**src/rtl/if_id_skid.sv**
```systemverilog
// IF/ID pipeline stage: valid/ready on both sides with a two-entry (main + skid) buffer,
// flush-to-NOP semantics and a saturating count of beats discarded by flush.
module if_id_skid #(
  parameter int unsigned        INSTR_W   = 32,
  parameter int unsigned        PC_W      = 32,
  parameter logic [INSTR_W-1:0] NOP_INSTR = {INSTR_W{1'b0}},
  parameter int unsigned        CNT_W     = 8
) (
  input  logic               clk,
  input  logic               reset,
  input  logic               in_valid,
  output logic               in_ready,
  input  logic [INSTR_W-1:0] in_instr,
  input  logic [PC_W-1:0]    in_pc,
  input  logic               flush,
  output logic               out_valid,
  input  logic               out_ready,
  output logic [INSTR_W-1:0] out_instr,
  output logic [PC_W-1:0]    out_pc,
  output logic               out_noflush,
  output logic [CNT_W-1:0]   drop_cnt
);

  typedef enum logic [1:0] {StEmpty, StOne, StTwo} state_e;

  state_e             state_q;
  logic [INSTR_W-1:0] main_instr_q, skid_instr_q;
  logic [PC_W-1:0]    main_pc_q, skid_pc_q;
  logic               noflush_q;
  logic [CNT_W-1:0]   drop_cnt_q, drop_cnt_d;

  logic               acc, con;
  logic [1:0]         held, delta;
  logic [CNT_W+1:0]   drop_sum;

  // Handshake outputs depend on state (and reset) only, never on in_valid/out_ready.
  always_comb begin
    in_ready  = (state_q != StTwo) & ~reset;
    out_valid = (state_q != StEmpty);
    acc       = in_valid & in_ready;
    con       = out_valid & out_ready;
    unique case (state_q)
      StEmpty: held = 2'd0;
      StOne:   held = 2'd1;
      StTwo:   held = 2'd2;
      default: held = 2'd0;
    endcase
  end

  // con implies at least one entry held and acc is impossible in StTwo, so delta is 0..2.
  always_comb begin
    delta    = held + {1'b0, acc} - {1'b0, con};
    drop_sum = {2'b00, drop_cnt_q} + {{CNT_W{1'b0}}, delta};
    if (drop_sum > {2'b00, {CNT_W{1'b1}}}) begin
      drop_cnt_d = {CNT_W{1'b1}};
    end else begin
      drop_cnt_d = drop_sum[CNT_W-1:0];
    end
  end

  always_ff @(posedge clk) begin
    if (reset) begin
      state_q      <= StEmpty;
      main_instr_q <= NOP_INSTR;
      main_pc_q    <= '0;
      skid_instr_q <= NOP_INSTR;
      skid_pc_q    <= '0;
      noflush_q    <= 1'b0;
      drop_cnt_q   <= '0;
    end else if (flush) begin
      state_q      <= StEmpty;
      main_instr_q <= NOP_INSTR;
      main_pc_q    <= '0;
      skid_instr_q <= NOP_INSTR;
      skid_pc_q    <= '0;
      noflush_q    <= 1'b0;
      drop_cnt_q   <= drop_cnt_d;
    end else begin
      if (acc) begin
        noflush_q <= 1'b1;
      end
      unique case (state_q)
        StEmpty: begin
          if (acc) begin
            state_q      <= StOne;
            main_instr_q <= in_instr;
            main_pc_q    <= in_pc;
          end
        end
        StOne: begin
          if (acc && !con) begin
            state_q      <= StTwo;
            skid_instr_q <= in_instr;
            skid_pc_q    <= in_pc;
          end else if (acc && con) begin
            main_instr_q <= in_instr;
            main_pc_q    <= in_pc;
          end else if (con) begin
            // Main keeps its last value when draining.
            state_q <= StEmpty;
          end
        end
        StTwo: begin
          if (con) begin
            state_q      <= StOne;
            main_instr_q <= skid_instr_q;
            main_pc_q    <= skid_pc_q;
          end
        end
        default: state_q <= StEmpty;
      endcase
    end
  end

  assign out_instr   = main_instr_q;
  assign out_pc      = main_pc_q;
  assign out_noflush = noflush_q;
  assign drop_cnt    = drop_cnt_q;

endmodule

```
**config.mk**
```make
export PLATFORM = sky130hd
export DESIGN_NAME = if_id_skid
export DESIGN_NICKNAME = d
export VERILOG_FILES = /design/src/rtl/if_id_skid.sv
export SDC_FILE = /design/constraint.sdc
export NUM_CORES = 1
export LEC_CHECK = 0
export ABC_AREA = 1
export ABC_CLOCK_PERIOD_IN_PS = 6050
export CORE_ASPECT_RATIO = 0.5
export CORE_MARGIN = 4
export CORE_UTILIZATION = 34
export DETAILED_ROUTE_END_ITERATION = 6
export SYNTH_ARGS = -nofsm -noshare
export SYNTH_HDL_FRONTEND = slang
export SYNTH_SLANG_ARGS = --single-unit
```
**constraint.sdc**
```tcl
create_clock -name clk -period 6.05 [get_ports clk]
set_input_delay 1.21 -clock clk [delete_from_list [all_inputs] [get_ports clk]]
set_output_delay 1.21 -clock clk [all_outputs]
set_load 0.05 [all_outputs]
```
==> run metrics, run 1 <==
status completed; CTS Buf Count 17; Critical Path RT 4.84 ns; later-pin clock latency in the skew report 0.40 ns; P_leak approximately 3.3 nW; aggregate routed wire length 18.3 mm; Die Width 200 um; Port Buf Inserts 143; hold path endpoint out_instr[31]; P_sw 0.566 mW; CP max stage cell clkdlybuf4s50_1; Fillers between 1.5k and 2k; Power Density 264 nW/um2; Worst Setup Path Type input port to output pin; placer congestion estimate around 0.77; endpoints failing hold 0; Detailed Routing Iterations Pass 1 5; sequential fraction of design power 0.432; Die Y 104 um; Rel. slew slack 0.233; R2R Path End skid_pc_q[8]; Post-Route Setup TNS 0 ns; Crit path top cell by count clkdlybuf4s50_1; fin worst setup slack 2.09 ns; synthesized net count ~960; reg2reg start state_q[0]; Setup Viol. Count Final 0; TritonCTS clock tree yes; Pwr Total about 2.2 mW; hold path startpoint out_instr[31]; total grt overflow 0; Highest Clock Rate 252 MHz; clock root cell clkbuf_16; clk buf depth 2; CTS H-tree depth 4; Clock Sinks between 100 and 150; Ports between 100 and 150; total core area 17700 um2; drt drc 0; period utilization 0.655; post-route ant nets 0; Crit. End Element output pin; worst-path cell chain clkdlybuf4s50_1 > nor2_1 > clkdlybuf4s50_1; post_cts resized 0; Site Rows 34; Total GRT Usage 0.175; Yosys Warn Count 0; Ant. Diodes 0; Fin Hold WS 0.461 ns; initial antenna violation count 0; number of global-route vias before repair 5755; Synth-to-Final Area Change 31.1%; post-layout min period 3.96 ns; multi-input logic area approximately 3000 um2; max-cap violation count 0; via/cell ratio 4.99; clock power share 0.456; fin util 0.463; crit-path max cell delay 0.81 ns; Max Slew Vio Count 0; Post-CTS Hold Buffers 0; EDFF count, synth 0; Synth async-reset ratio 0; largest net degree at the start of global routing 70; Synth Area per Inst 7.04 um2; post-CTS setup repair buffer count 0; pre-CTS worst setup slack 1.80 ns; flops & latches, synth 139; largest fanout on the critical path 7; Reg area 2780 um2; routed via count 6136; Net count, final between 1k and 1.5k; Max VDD drop 0.165 mV; RSZ-0062 raised after global routing no; Yosys cell types 26; clock edge transition at the registers on the reported setup and hold paths about 0.05 ns; first-pass GRT wire length just over 30 mm; hpwl dp 11.0 mm; Comb power frac 0.112; Wirelength per Cell 14.9 um; worst-margin pin slew between 1 and 1.5 ns; clock skew 0.00914 ns; cell internal pwr between 1.5 and 2 mW; DR iter-0 viols between 300 and 400; Synth Flop Type dfxtp_1; Sw Ratio 0.261; kind of start point of the critical path input port; most common cell after layout, fill and taps aside nand2_1; Mapped Area 6250 um2; hold path depth 2; worst reg-to-reg setup slack about 2.7 ns; initial core utilization 0.353; Critical Path AT 2.75 ns; Die Area 20800 um2; FF-to-FF path depth 8; Syn Inst Count just under 900; share of layout cells above drive strength 1 0.0533; Seq/Total Area, Yosys 0.445; Min-Delay Path Class flip-flop to flip-flop; most frequent cells in the layout nand2_1, clkdlybuf4s50_1, dfxtp_1
==> through the flow <==
stage	instance area (um2)	cells
after floorplan	6250	889
after CTS	8200	1229
after global routing	8200	1229
final	8200	1229
after detailed placement	7650	1199
after global placement	7650	1199
==> flip-flops by register name (all words and copies together) (netlist names) <==
| signal | cells |
|---|---|
| drop_cnt | 8 |
| out_instr | 32 |
| out_noflush | 1 |
| out_pc | 32 |
| skid_instr_q | 32 |
| skid_pc_q | 32 |
| state_q | 2 |
==> final cells by class <==
cell class,count,share of cell area
Clock inverter,11,0.0119
Inverter,29,0.0133
Timing Repair Buffer,152,0.182
Multi-Input combinational cell,645,0.362
Tap cell,234,0.0357
Sequential cell,139,0.339
Clock buffer,19,0.0552
==> worst max-delay path by stage <==
stage | from | to | slack, ns | cells past startpoint
after floorplan | out_ready | drop_cnt[0] | 2.85 | 14
after global placement | reset | skid_pc_q[1] | 1.92 | 8
after detailed placement | reset | skid_pc_q[9] | 1.80 | 8
after CTS | reset | in_ready | 2.08 | 3
after global routing | reset | skid_pc_q[2] | 1.92 | 8
final | reset | in_ready | 2.09 | 3
==> logic make-up after synthesis <==
group | count (synthesis) | synth area share
and+or+nand+nor | 494 | 0.341
AOI/OAI and AO/OA | 143 | 0.115
xor gates and xnor gates | 3 | 0.00420
buffers and inverters | 105 | 0.0832
DFF | 139 | 0.445
adders and majority gates | 5 | 0.0112
==> Yosys cell counts, types with 3 or more instances <==
library cell | number | area [um2]
buf_2 | 32 | 160
nand3_1 | 70 | 350
inv_2 | 3 | 11.3
nor2_1 | 76 | 285
a21oi_1 | 70 | 350
buf_4 | 11 | 82.6
dfxtp_1 | 139 | 2780
ha_1 | 4 | 50.1
inv_1 | 26 | 97.6
xor2_1 | 3 | 26.3
buf_6 | 6 | 67.6
nand4_1 | 3 | 18.8
o21ai_0 | 48 | 240
clkbuf_1 | 26 | 97.6
o21ai_1 | 23 | 115
nand2_1 | 276 | 1040
nor4_1 | 64 | 400
==> worst max-delay path, delay by kind of cell <==
family                 cells  cell delay (ns)
buffers and inverters      2             1.38
AND/OR/NAND/NOR            1             0.16
==> power by group through the flow <==
stage,Sequential [mW],Clock (mW),Combinational [mW]
3_3_place_gp,0.957,0,0.242
3_5_place_dp,0.957,0,0.243
2_1_floorplan,0.997,0,0.104
6_report,0.937,0.990,0.242
5_1_grt,0.938,1.05,0.264
4_1_cts,0.937,1.01,0.244
==> routing by layer <==
| metal | track usage | wire (um) |
|---|---|---|
| met1 | 0.250 | 9210 |
| met2 | 0.270 | 8260 |
| met3 | 0.0346 | 732 |
| met4 | 0.0422 | 138 |
| met5 | 0 | 0 |
No activity file was read; power rests on OpenSTA's default activity.
==> run 2: changes to the inputs <==
ABC_CLOCK_PERIOD_IN_PS = 3300   (was 6050)
clock period = 3.3 ns   (was 6.05 ns; I/O delays follow)
==> run metrics, run 2 (synthesized netlist as in run 1, its figures left out) <==
FF-to-FF path depth 14 (+6); Total GRT Usage 0.180 (+0.00562); Fin Hold WS 0.458 ns (-0.00304 ns); CTS Buf Count 17 (unchanged); WP buf/inv 4 (+2); R2R Path End drop_cnt[1]; P_sw 1.05 mW (+85%); most common cell after layout, fill and taps aside nand2_1; hold path startpoint out_pc[15]; initial core utilization 0.353 (unchanged); family with the most delay on the worst path adder cells; Detailed Routing Iterations Pass 1 4 (-1); Setup Viol. Count Final 0 (unchanged); Comb power frac 0.109 (-0.003); Port Buf Inserts 143 (unchanged); worst-margin pin slew 0.829 ns (-0.320 ns); TritonCTS clock tree yes; Min-Delay Path Class flip-flop to flip-flop; CP max stage cell fa_1; Net count, final 1062 (+0.38%); total core area 17700 um2 (unchanged); reg2reg start state_q[1]; Max Slew Vio Count 0 (unchanged); hold path endpoint out_pc[15]; kind of start point of the critical path flip-flop; worst-path cell chain nor2_1 > nor2_1 > ha_1 > inv_1 > ha_1 > inv_1 > xor2_1 > inv_1 > fa_1 > nor2_1 > nand2_1 > o21ai_0 > o21ai_0 > inv_1; clock skew 0.0107 ns (+0.00155 ns); RSZ-0062 raised after global routing no; total grt overflow 0 (unchanged); Fillers 1797 (-1.5%); via/cell ratio 5.12 (+2.5%); DR iter-0 viols 323 (-17%); clk buf depth 2 (unchanged); crit-path max cell delay 0.45 ns (-0.36 ns); cell internal pwr 3.17 mW (+98%); first-pass GRT wire length 31.0 mm (+2.3%); placer congestion estimate 0.764 (-0.26%); sequential fraction of design power 0.408 (-0.024); Synth-to-Final Area Change 33.7%; most frequent cells in the layout nand2_1, clkdlybuf4s50_1, dfxtp_1; CTS H-tree depth 4 (unchanged); aggregate routed wire length 19.0 mm (+3.7%); Post-Route Setup TNS 0 ns (unchanged); later-pin clock latency in the skew report 0.41 ns (about the same); routed via count 6323 (+3.0%); clock root cell clkbuf_16; post_cts resized 0 (unchanged); Highest Clock Rate 368 MHz; hold path depth 2 (unchanged); number of global-route vias before repair 5949 (+3.4%); Site Rows 34 (unchanged); Power Density 504 nW/um2 (+91%); drt drc 0 (unchanged); P_leak 3.31 nW (+1.9%); Die Y 104 um (unchanged); max-cap violation count 0 (unchanged); Sw Ratio 0.249 (-0.0122); Ant. Diodes 0 (unchanged); post-route ant nets 0 (unchanged); Crit path top cell by count inv_1; clock edge transition at the registers on the reported setup and hold paths 0.07 ns (+0.02 ns); endpoints failing hold 0 (unchanged); Rel. slew slack 0.447 (+0.214); Crit. End Element flip-flop; Die Width 200 um (unchanged); largest fanout on the critical path 4 (-3); Worst Setup Path Type flip-flop to flip-flop; Die Area 20800 um2 (unchanged); Max VDD drop 0.362 mV (+120%); Wirelength per Cell 15.4 um (+3.2%); Reg area 2780 um2 (unchanged); hpwl dp 11.3 mm (+2.7%); Post-CTS Hold Buffers 0 (unchanged); period utilization 0.823; share of layout cells above drive strength 1 0.0599 (+0.00667); post-CTS setup repair buffer count 0 (unchanged); post-layout min period between 2 and 3 ns; Critical Path AT 3.07 ns (+0.32 ns); initial antenna violation count 0 (unchanged); multi-input logic area 2970 um2 (unchanged); Critical Path RT 3.65 ns (-1.19 ns); clock power share 0.484 (+0.028); largest net degree at the start of global routing 67 (-4.3%); Ports 144 (unchanged); status completed; worst reg-to-reg setup slack 0.59 ns (-2.14 ns); Clock Sinks 139 (unchanged)
run 2: changes by cell type in the layout (fill, tap and decap cells not counted), sizes merged, moves of 2 or more:
cell | previous run | this run
clkinv | 8 | 2
bufinv | 1 | 3
clkinvlp | 1 | 5
buf | 10 | 15
clkbuf | 19 | 22
run 2: worst reg2reg max path, cell delays in order, from the launching register on:
cell	delay [ns]
dfxtp_1	0.43
nor2_1	0.09
nor2_1	0.18
ha_1	0.26
inv_1	0.06
ha_1	0.13
inv_1	0.04
xor2_1	0.19
inv_1	0.08
fa_1	0.45
nor2_1	0.20
nand2_1	0.09
o21ai_0	0.28
o21ai_0	0.13
inv_1	0.06
run 2: cell type report:
| class | instances | area share |
|---|---|---|
| clock buffers | 22 | 0.0591 |
| inverters | 29 | 0.0130 |
| clock inverters | 10 | 0.0165 |
| well taps | 234 | 0.0350 |
| flip-flops and latches | 139 | 0.333 |
| multi-input cells | 645 | 0.356 |
| repair buffers | 156 | 0.188 |
run 2: worst max-delay path by stage:
stage	depth (start not counted)	slack, ns	to	start
6_report	14	0.59	drop_cnt[1]	state_q[1]
5_1_grt	14	0.24	drop_cnt[1]	state_q[1]
4_1_cts	14	0.60	drop_cnt[1]	state_q[1]
3_5_place_dp	14	0.21	drop_cnt[1]	reset
3_3_place_gp	14	0.23	drop_cnt[1]	reset
2_1_floorplan	15	0.63	drop_cnt[0]	state_q[1]
run 2: power by group through the flow:
stage               Clock [mW]  Combinational (mW)  Sequential [mW]
floorplan                    0               0.190             1.83
global placement             0               0.458             1.75
detailed placement           0               0.459             1.76
CTS                       2.08               0.461             1.72
global route              2.15               0.495             1.72
finish                    2.04               0.459             1.72
run 2: per-layer routing:
metal / GRT usage / vias to the layer above / part of all wire
met4: 0.0441 / 0 / 0.0093
met5: 0 / - / 0
li1: - / 3152 / -
met2: 0.283 / 166 / 0.46
met1: 0.251 / 2992 / 0.48
met3: 0.0421 / 13 / 0.056
run 2: metrics by stage:
stage	total power, mW	setup WS, ns	util	cell area (um2)	instances
final	4.22	0.585	0.472	8360	1235
after floorplan	2.02	0.628	-	6250	889
after global routing	4.37	0.244	0.472	8360	1235
after detailed placement	2.21	0.206	0.437	7730	1203
after global placement	2.21	0.225	0.437	7730	1203
after CTS	4.26	0.601	0.472	8360	1235
==> run 3: changes to the inputs <==
ABC_CLOCK_PERIOD_IN_PS = 2220   (was 3300)
clock period = 2.22 ns   (was 3.3 ns; I/O delays follow)
==> run metrics, run 3 (synthesized netlist as in run 1, its figures left out) <==
DR iter-0 viols 292 (-9.6%); placer congestion estimate 0.756 (-1.1%); via/cell ratio 5.02 (-1.9%); later-pin clock latency in the skew report 0.40 ns (about the same); period utilization 1.02 (+0.194); max-cap violation count 0 (unchanged); endpoints failing hold 0 (unchanged); Site Rows 34 (unchanged); Max Slew Vio Count 0 (unchanged); clock skew 0.00847 ns (-0.00221 ns); Synth-to-Final Area Change 37.0%; initial antenna violation count 0 (unchanged); post-route ant nets 0 (unchanged); total grt overflow 0 (unchanged); Power Density 706 nW/um2 (+40%); Critical Path AT 2.60 ns (-0.47 ns); Detailed Routing Iterations Pass 1 5 (+1); number of global-route vias before repair 5984 (+0.59%); Post-Route Setup TNS -0.124 ns (-0.124 ns); busiest layer in global routing met2; failing checks setup timing; Fin Hold WS 0.458 ns (+0.000472 ns); Setup Viol. Count Final 6 (+6); WP buf/inv 4 (unchanged); GR Layer Usage met2 0.286 (+0.00337); Port Buf Inserts 143 (unchanged); share of layout cells above drive strength 1 0.0913 (+0.0313); crit-path max cell delay 0.37 ns (-0.08 ns); Die Y 104 um (unchanged); post-layout min period 2.26 ns (-0.458 ns); Post-CTS Hold Buffers 0 (unchanged); status finished, violations left; first-pass GRT wire length 30.9 mm (-0.36%); drt drc 0 (unchanged); fin worst setup slack -0.0369 ns (-0.622 ns); Net count, final 1080 (+1.7%); Crit path top cell by count nand2_1; P_leak 3.41 nW (+2.9%); total core area 17700 um2 (unchanged); TritonCTS clock tree yes; Min-Delay Path Class flip-flop to flip-flop; Worst Setup Path Type flip-flop to flip-flop; most frequent cells in the layout nand2_1, clkdlybuf4s50_1, dfxtp_1; clk buf depth 2 (unchanged); Placed Instance Area 7930 um2 (+2.6%); Wirelength per Cell 15.0 um (-2.4%); met1 global-route usage 0.248 (-0.00299); Pwr Total 6.05 mW (+44%); clock edge transition at the registers on the reported setup and hold paths 0.05 ns (-0.02 ns); largest fanout on the critical path 4 (unchanged); Highest Clock Rate 443 MHz (+20%); Ports 144 (unchanged); Total GRT Usage 0.179 (-0.00152); family with the most delay on the worst path simple AND/OR/NAND/NOR gates; design area 8570 um2 (+2.5%); Die Area 20800 um2 (unchanged); most common cell after layout, fill and taps aside nand2_1; initial core utilization 0.353 (unchanged); Crit. End Element flip-flop; Fillers 1786 (-0.61%); Reg area 2790 um2 (+0.18%); Die Width 200 um (unchanged); kind of start point of the critical path flip-flop; routed via count 6292 (-0.49%); worst-path cell chain nor2_4 > nor2_4 > ha_4 > inv_2 > ha_4 > inv_2 > xor2_2 > buf_4 > ha_1 > nand2_1 > nand2_1 > nand2_2 > or2_2 > nand3_1 > nand2_1 > inv_1; CP max stage cell dfxtp_4; aggregate routed wire length 18.8 mm (-1.0%); worst-margin pin slew 0.821 ns (-0.00800 ns); Clock Sinks 139 (unchanged); CTS H-tree depth 4 (unchanged); Ant. Diodes 0 (unchanged); largest net degree at the start of global routing 67 (unchanged); GRT met3 Usage 0.0392 (-0.00291); worst reg-to-reg setup slack -0.04 ns (-0.62 ns); Critical Path RT 2.56 ns (-1.09 ns); clock root cell clkbuf_16; Max VDD drop 0.517 mV (+43%); multi-input logic area 3060 um2 (+2.8%); hpwl dp 12.3 mm (+9.4%); CTS Buf Count 17 (unchanged); RSZ-0062 raised after global routing yes; Rel. slew slack 0.452 (+0.00533)
run 3: layout make-up:
cell class / instances / area share
repair buffers: 174 / 0.204
clock buffers: 24 / 0.0564
clock inverters: 8 / 0.0105
multi-input cells: 645 / 0.357
flip-flops and latches: 139 / 0.325
well taps: 234 / 0.0342
inverters: 29 / 0.0130
run 3: worst paths after layout:
path                    from     endpoint  depth (start not counted)
hold reg to reg   out_pc[31]   out_pc[31]                          2
setup / recovery  state_q[1]  drop_cnt[3]                         16
hold / removal    out_pc[31]   out_pc[31]                          2
setup reg to reg  state_q[1]  drop_cnt[3]                         16
run 3: metrics by stage:
stage          worst slack [ns]  std cells  utilization
3_5_place_dp             -0.428       1219        0.448
4_1_cts                 -0.0792       1252        0.483
3_3_place_gp             -0.354       1219        0.448
6_report                -0.0369       1253        0.484
2_1_floorplan           0.00253        889            -
5_1_grt                  -0.173       1253        0.484
run 3: what timing repair did:
action | CTS | global route
buffers inserted | 1 | 1
pin swaps | 2 | 4
resized for setup | 12 | 8
setup endpoints to repair | 10 | 9
run 3: worst register-to-register path, cell delays in order, from the launching register on:
cell and delay, ns:
dfxtp_4 0.37, nor2_4 0.04, nor2_4 0.12, ha_4 0.22
inv_2 0.06, ha_4 0.12, inv_2 0.04, xor2_2 0.17
buf_4 0.14, ha_1 0.26, nand2_1 0.05, nand2_1 0.07
nand2_2 0.07, or2_2 0.28, nand3_1 0.08, nand2_1 0.06
inv_1 0.04
run 3: report_power, final:
| group | internal [mW] | total, mW | switching [mW] | leakage, nW |
|---|---|---|---|---|
| registers | 2.53 | 2.55 | 0.0225 | 1.12 |
| logic | 0.286 | 0.718 | 0.432 | 2.00 |
| clock network | 1.74 | 2.78 | 1.04 | 0.287 |
| total | 4.56 | 6.05 | 1.49 | 3.41 |
run 3: per-layer routing:
| metal | part of all wire | up-vias |
|---|---|---|
| li1 | - | 3194 |
| met1 | 0.49 | 2965 |
| met2 | 0.46 | 121 |
| met3 | 0.038 | 12 |
| met4 | 0.0093 | 0 |
| met5 | 0 | - |
==> patch 1, RTL diff (settings of run 2) <==
Encoding of `state_e`: now one-hot (3 bits for 3 states).
--- a/src/rtl/if_id_skid.sv
+++ b/src/rtl/if_id_skid.sv
@@ -21,7 +21,7 @@
   output logic [CNT_W-1:0]   drop_cnt
 );
 
-  typedef enum logic [1:0] {StEmpty, StOne, StTwo} state_e;
+  typedef enum logic [2:0] {StEmpty = 3'b001, StOne = 3'b010, StTwo = 3'b100} state_e;
 
   state_e             state_q;
   logic [INSTR_W-1:0] main_instr_q, skid_instr_q;
Function: no difference found for any inputs over 4 cycles, from zero or initial values and one cycle with reset high; so few cycles prove little.
==> patch 1 against run 2 <==
Fmax shrank 8.2%; largest power group unchanged; first-iteration DRC count decreased by 30%; synthesized area up 3.1%; count of clock-buffer cells in the layout down 2; routed wire length shrank 15%; critical endpoint is now drop_cnt[7]; sequential cell count grew 1; final area rose by 3.9%; power up 11%; setup slack worse by 0.24 ns; combinational power grew 58%.
==> patch 1: results (changes against run 2) <==
| Metric | Value |
|---|---|
| Global-route wire length before repair | 26910 microns (was 30970 microns) |
| Clk pin slew, worst setup/hold paths | 0.06 ns |
| Synthesized Nets | 1014 (was 963) |
| Lkg Pwr | 3.597 nW (was 3.314 nW) |
| Detailed placer's ending HPWL | 10740 microns (was 11280 microns) |
| Most instantiated cells after synthesis | inv_1 (148), nand2_1 (141), dfxtp_1 (140) (was nand2_1 (276), dfxtp_1 (139), nor2_1 (76)) |
| Reg2Reg Depth | 17 (was 14) |
| Worst flop-to-flop path endpoint | drop_cnt[7] (was drop_cnt[1]) |
| Worst Hold Endpoint | skid_pc_q[1] (was out_pc[15]) |
| Post-synthesis sequential area ratio | 43.46% (was 44.49%) |
| Routed len/inst | 12.20 microns (was 15.40 microns) |
| DRT Pass-1 Iters | 5 (was 4) |
| Fraction of layout cells with a size suffix above 1 | 5.915% (was 5.994%) |
| Number of CTS-inserted buffers | 17 (unchanged) |
| Final Net Count | 1127 (was 1062) |
| Net switching power | 1.206 mW (was 1.049 mW) |
| Hold Path Stages | 2 (unchanged) |
| Worst R2R Setup Slack | 0.49 ns (was 0.59 ns) |
| Max-slew headroom | 30.22% (was 44.71%) |
| Post-Place Worst Slack | -0.09072 ns (was 0.2057 ns) |
| Status | finished clean (unchanged) |
| Total GRT Usage | 14.97% (was 18.03%) |
| DR iter-0 viols | 225 (was 323) |
| Largest net degree at the start of global routing | 133 (was 67) |
| Synth area leaders | dfxtp_1 (43%), inv_1 (8.6%), nand2_1 (8.2%), nor2_1 (7.9%), o21ai_0 (6.7%) (was dfxtp_1 (44%), nand2_1 (17%), nor4_1 (6.4%), a21oi_1 (5.6%), nand3_1 (5.6%)) |
| Vias in the first global route | 5554 (was 5949) |
| Reg2reg start | state_q[2] (was state_q[1]) |
| Via count | 6077 (was 6323) |
| Hold path start | skid_pc_q[1] (was out_pc[15]) |
| Yosys cell types | 32 (was 26) |
| CP arrival | 3.31 ns (was 3.07 ns) |
| CP Max Fanout | 6 (was 4) |
| Routability congestion estimate | 0.7938 (was 0.7637) |
| VDD IR max | 0.3806 mV (was 0.3615 mV) |
| Clk_lat worst skew | 0.41 ns (about the same) |
-- patch 1: cells by family after synthesis --
| group | count (synthesis) | share of synthesized area [%] |
|---|---|---|
| xor+xnor | 5 | 0.6792 |
| simple gates | 368 | 24.08 |
| flops | 140 | 43.46 |
| fa+ha+maj | 5 | 1.087 |
| compound gates | 206 | 16.18 |
| mux | 1 | 0.1552 |
| buf+inv | 215 | 14.36 |
-- patch 1: through the flow --
stage	cells	hold slack (ns)	total power [mW]	util [%]	cell area (sq um)
finish	1324	0.4447	4.678	46.89	8686
global route	1324	0.4667	4.892	46.89	8686
CTS	1324	0.4487	4.752	46.89	8686
detailed placement	1293	0.4386	2.541	43.26	8014
global placement	1293	0.4343	2.535	43.26	8014
floorplan	940	0.4240	2.289	-	6449
-- patch 1: worst max-delay path, cell delays in order --
cell and delay (ns):
clkdlybuf4s50_1 0.44, nand2_2 0.09, inv_1 0.05, ha_1 0.28, inv_1 0.04, ha_1 0.18
xnor2_1 0.13, xnor2_1 0.16, fa_1 0.43, nor2_1 0.15, nand3_1 0.11, nor2_1 0.14
nand3_1 0.20, nand3_1 0.15, nand2_1 0.06, inv_1 0.05
-- patch 1: final cells by class --
type	count	area, sq um
multi-input combinational	585	2753
timing repair buffer	155	1556
inverter	154	578.1
clock inverter	11	215.2
clock buffer	20	456.7
sequential	140	2803
tap	259	324.1
fill	1894	9838
-- patch 1: worst max-delay path by stage --
| stage | from | end | slack (ns) | depth (start not counted) |
|---|---|---|---|---|
| 3_5_place_dp | out_ready | drop_cnt[7] | -0.09 | 16 |
| 3_3_place_gp | out_ready | drop_cnt[7] | -0.02 | 16 |
| 6_report | out_ready | drop_cnt[7] | 0.34 | 16 |
| 4_1_cts | out_ready | drop_cnt[7] | 0.34 | 16 |
| 5_1_grt | out_ready | drop_cnt[7] | 0.11 | 16 |
| 2_1_floorplan | state_q[2] | drop_cnt[7] | 0.36 | 17 |
-- patch 1: power by group through the flow --
stage / clock, mW / combinational (mW) / sequential (mW)
after floorplan: 0 / 0.314 / 1.97
after global placement: 0 / 0.728 / 1.81
after detailed placement: 0 / 0.732 / 1.81
after CTS: 2.25 / 0.734 / 1.77
after global routing: 2.32 / 0.799 / 1.78
final: 2.18 / 0.726 / 1.77
-- patch 1: per-layer routing --
metal / part of all wire (%) / vias up / global-route usage (%)
li1: - / 3169 / -
met1: 47 / 2803 / 19.31
met2: 48 / 85 / 25.28
met3: 3.0 / 20 / 2.890
met4: 1.6 / 0 / 5.082
met5: 0 / - / 0
==> patch 2, RTL diff (flow settings as in run 2) <==
Made on the original files. The parameter `CNT_W` goes from 8 to 7.
--- a/src/rtl/if_id_skid.sv
+++ b/src/rtl/if_id_skid.sv
@@ -4,7 +4,7 @@
   parameter int unsigned        INSTR_W   = 32,
   parameter int unsigned        PC_W      = 32,
   parameter logic [INSTR_W-1:0] NOP_INSTR = {INSTR_W{1'b0}},
-  parameter int unsigned        CNT_W     = 8
+  parameter int unsigned        CNT_W     = 7
 ) (
   input  logic               clk,
   input  logic               reset,
Interface: changed (resized drop_cnt); port bits go from 144 to 143. No check against the original RTL was run, so the function may have changed too.
==> patch 2 against run 2 <==
Critical path depth is the same; sequential cell count shrank 1; synthesized area shrank 1.8%; critical endpoint is now drop_cnt[5]; power shrank 3.8%; fmax grew 3.2%; final area shrank 1.5%; routed wire length shrank 2.5%; setup slack gained 0.083 ns.
==> patch 2: results (changes against run 2) <==
| Metric | Value |
|---|---|
| CP Max Fanout | 6 (was 4) |
| Post-route clock skew | 0.01211 ns (was 0.01069 ns) |
| Routability congestion estimate | 0.7968 (was 0.7637) |
| Final Net Count | 1045 (was 1062) |
| Synth area leaders | dfxtp_1 (45%), nand2_1 (17%), nor4_1 (6.5%), a21oi_1 (5.7%), nand3_1 (5.5%) (was dfxtp_1 (44%), nand2_1 (17%), nor4_1 (6.4%), a21oi_1 (5.6%), nand3_1 (5.6%)) |
| Total GRT Usage | 18.01% (was 18.03%) |
| Global-route wire length before repair | 30210 microns (was 30970 microns) |
| Via density | 5.027 (was 5.120) |
| Post-CTS Resized | 0 (unchanged) |
| DR iter-0 viols | 284 (was 323) |
| PortBufs | 142 (was 143) |
| CP max-delay cell | clkdlybuf4s50_1 (was fa_1) |
| Yosys cell types | 27 (was 26) |
| Fraction of layout cells with a size suffix above 1 | 6.402% (was 5.994%) |
| Number of CTS-inserted buffers | 17 (unchanged) |
| Slew of the pin with the lowest slew margin | 1.220 ns (was 0.8293 ns) |
| Fillers | 1794 (was 1797) |
| Crit-path max cell delay | 0.49 ns (was 0.45 ns) |
| Placed Cells | 1186 (was 1203) |
| Delay-heaviest family, CP | buffers and inverters (was adder cells) |
| Avg Cell Area, Syn | 7.058 sq um (was 7.036 sq um) |
| Initial antenna violation count | 0 (unchanged) |
| Register Area | 2763 sq um (was 2783 sq um) |
| Root Driver | clkbuf_16 (unchanged) |
| Detailed placer's ending HPWL | 11290 microns (was 11280 microns) |
| VDD IR max | 0.3657 mV (was 0.3615 mV) |
| Vias in the first global route | 5991 (was 5949) |
| Post-synthesis sequential area ratio | 44.99% (was 44.49%) |
| Most instantiated cells after synthesis | nand2_1 (276), dfxtp_1 (138), nor2_1 (75) (was nand2_1 (276), dfxtp_1 (139), nor2_1 (76)) |
| Status | finished clean (unchanged) |
| Lkg Pwr | 3.211 nW (was 3.314 nW) |
| Synthesized Nets | 944 (was 963) |
| Routed len/inst | 15.23 microns (was 15.40 microns) |
| Final WL | 18550 microns (was 19020 microns) |
patch 2: layer usage:
metal,GRT usage (%),share of wire (%),vias to the layer above
met2,30.71,47,113
met1,23.83,48,2881
met5,0,0,-
met4,5.447,1.2,0
li1,-,-,3111
met3,2.938,3.5,18
patch 2: layout make-up:
cell class / count / area share, %
clock buffers: 20 / 5.421
well taps: 234 / 3.554
repair buffers: 158 / 19.23
flip-flops and latches: 138 / 33.53
inverters: 18 / 0.8200
clock inverters: 12 / 1.716
multi-input cells: 638 / 35.73
patch 2: power breakdown:
part	switching [mW]	total, mW	internal, mW
combinational	0.275	0.447	0.172
clock	0.761	1.91	1.14
sequential	0.0145	1.70	1.69
patch 2: kinds of logic (layout without fill, tap and decap cells):
logic type | count (synthesis) | count (layout) | synth area share, %
and+or+nand+nor | 489 | 489 | 34.43
DFF | 138 | 138 | 44.99
buffers and inverters | 94 | 208 | 7.416
adders and majority gates | 5 | 5 | 1.141
xor gates and xnor gates | 3 | 3 | 0.4280
AOI/OAI and AO/OA | 141 | 141 | 11.59
patch 2: worst paths after layout:
check                                 from     endpoint  slack, ns  cells past startpoint
worst min-delay path             out_pc[8]    out_pc[8]       0.46                      2
worst max-delay path                 reset  drop_cnt[5]       0.67                     14
worst min register to register   out_pc[8]    out_pc[8]       0.46                      2
worst max register to register  state_q[0]  drop_cnt[5]       0.75                     14
patch 2: stage by stage:
stage	setup slack [ns]	utilization, %	cell area [sq um]	hold slack, ns
global placement	0.2602	43.65	7651	0.4515
finish	0.6683	47.01	8239	0.4605
floorplan	0.6891	-	6141	0.4619
global route	0.3948	47.01	8239	0.4744
detailed placement	0.2397	43.65	7651	0.4555
CTS	0.6639	47.01	8239	0.4638
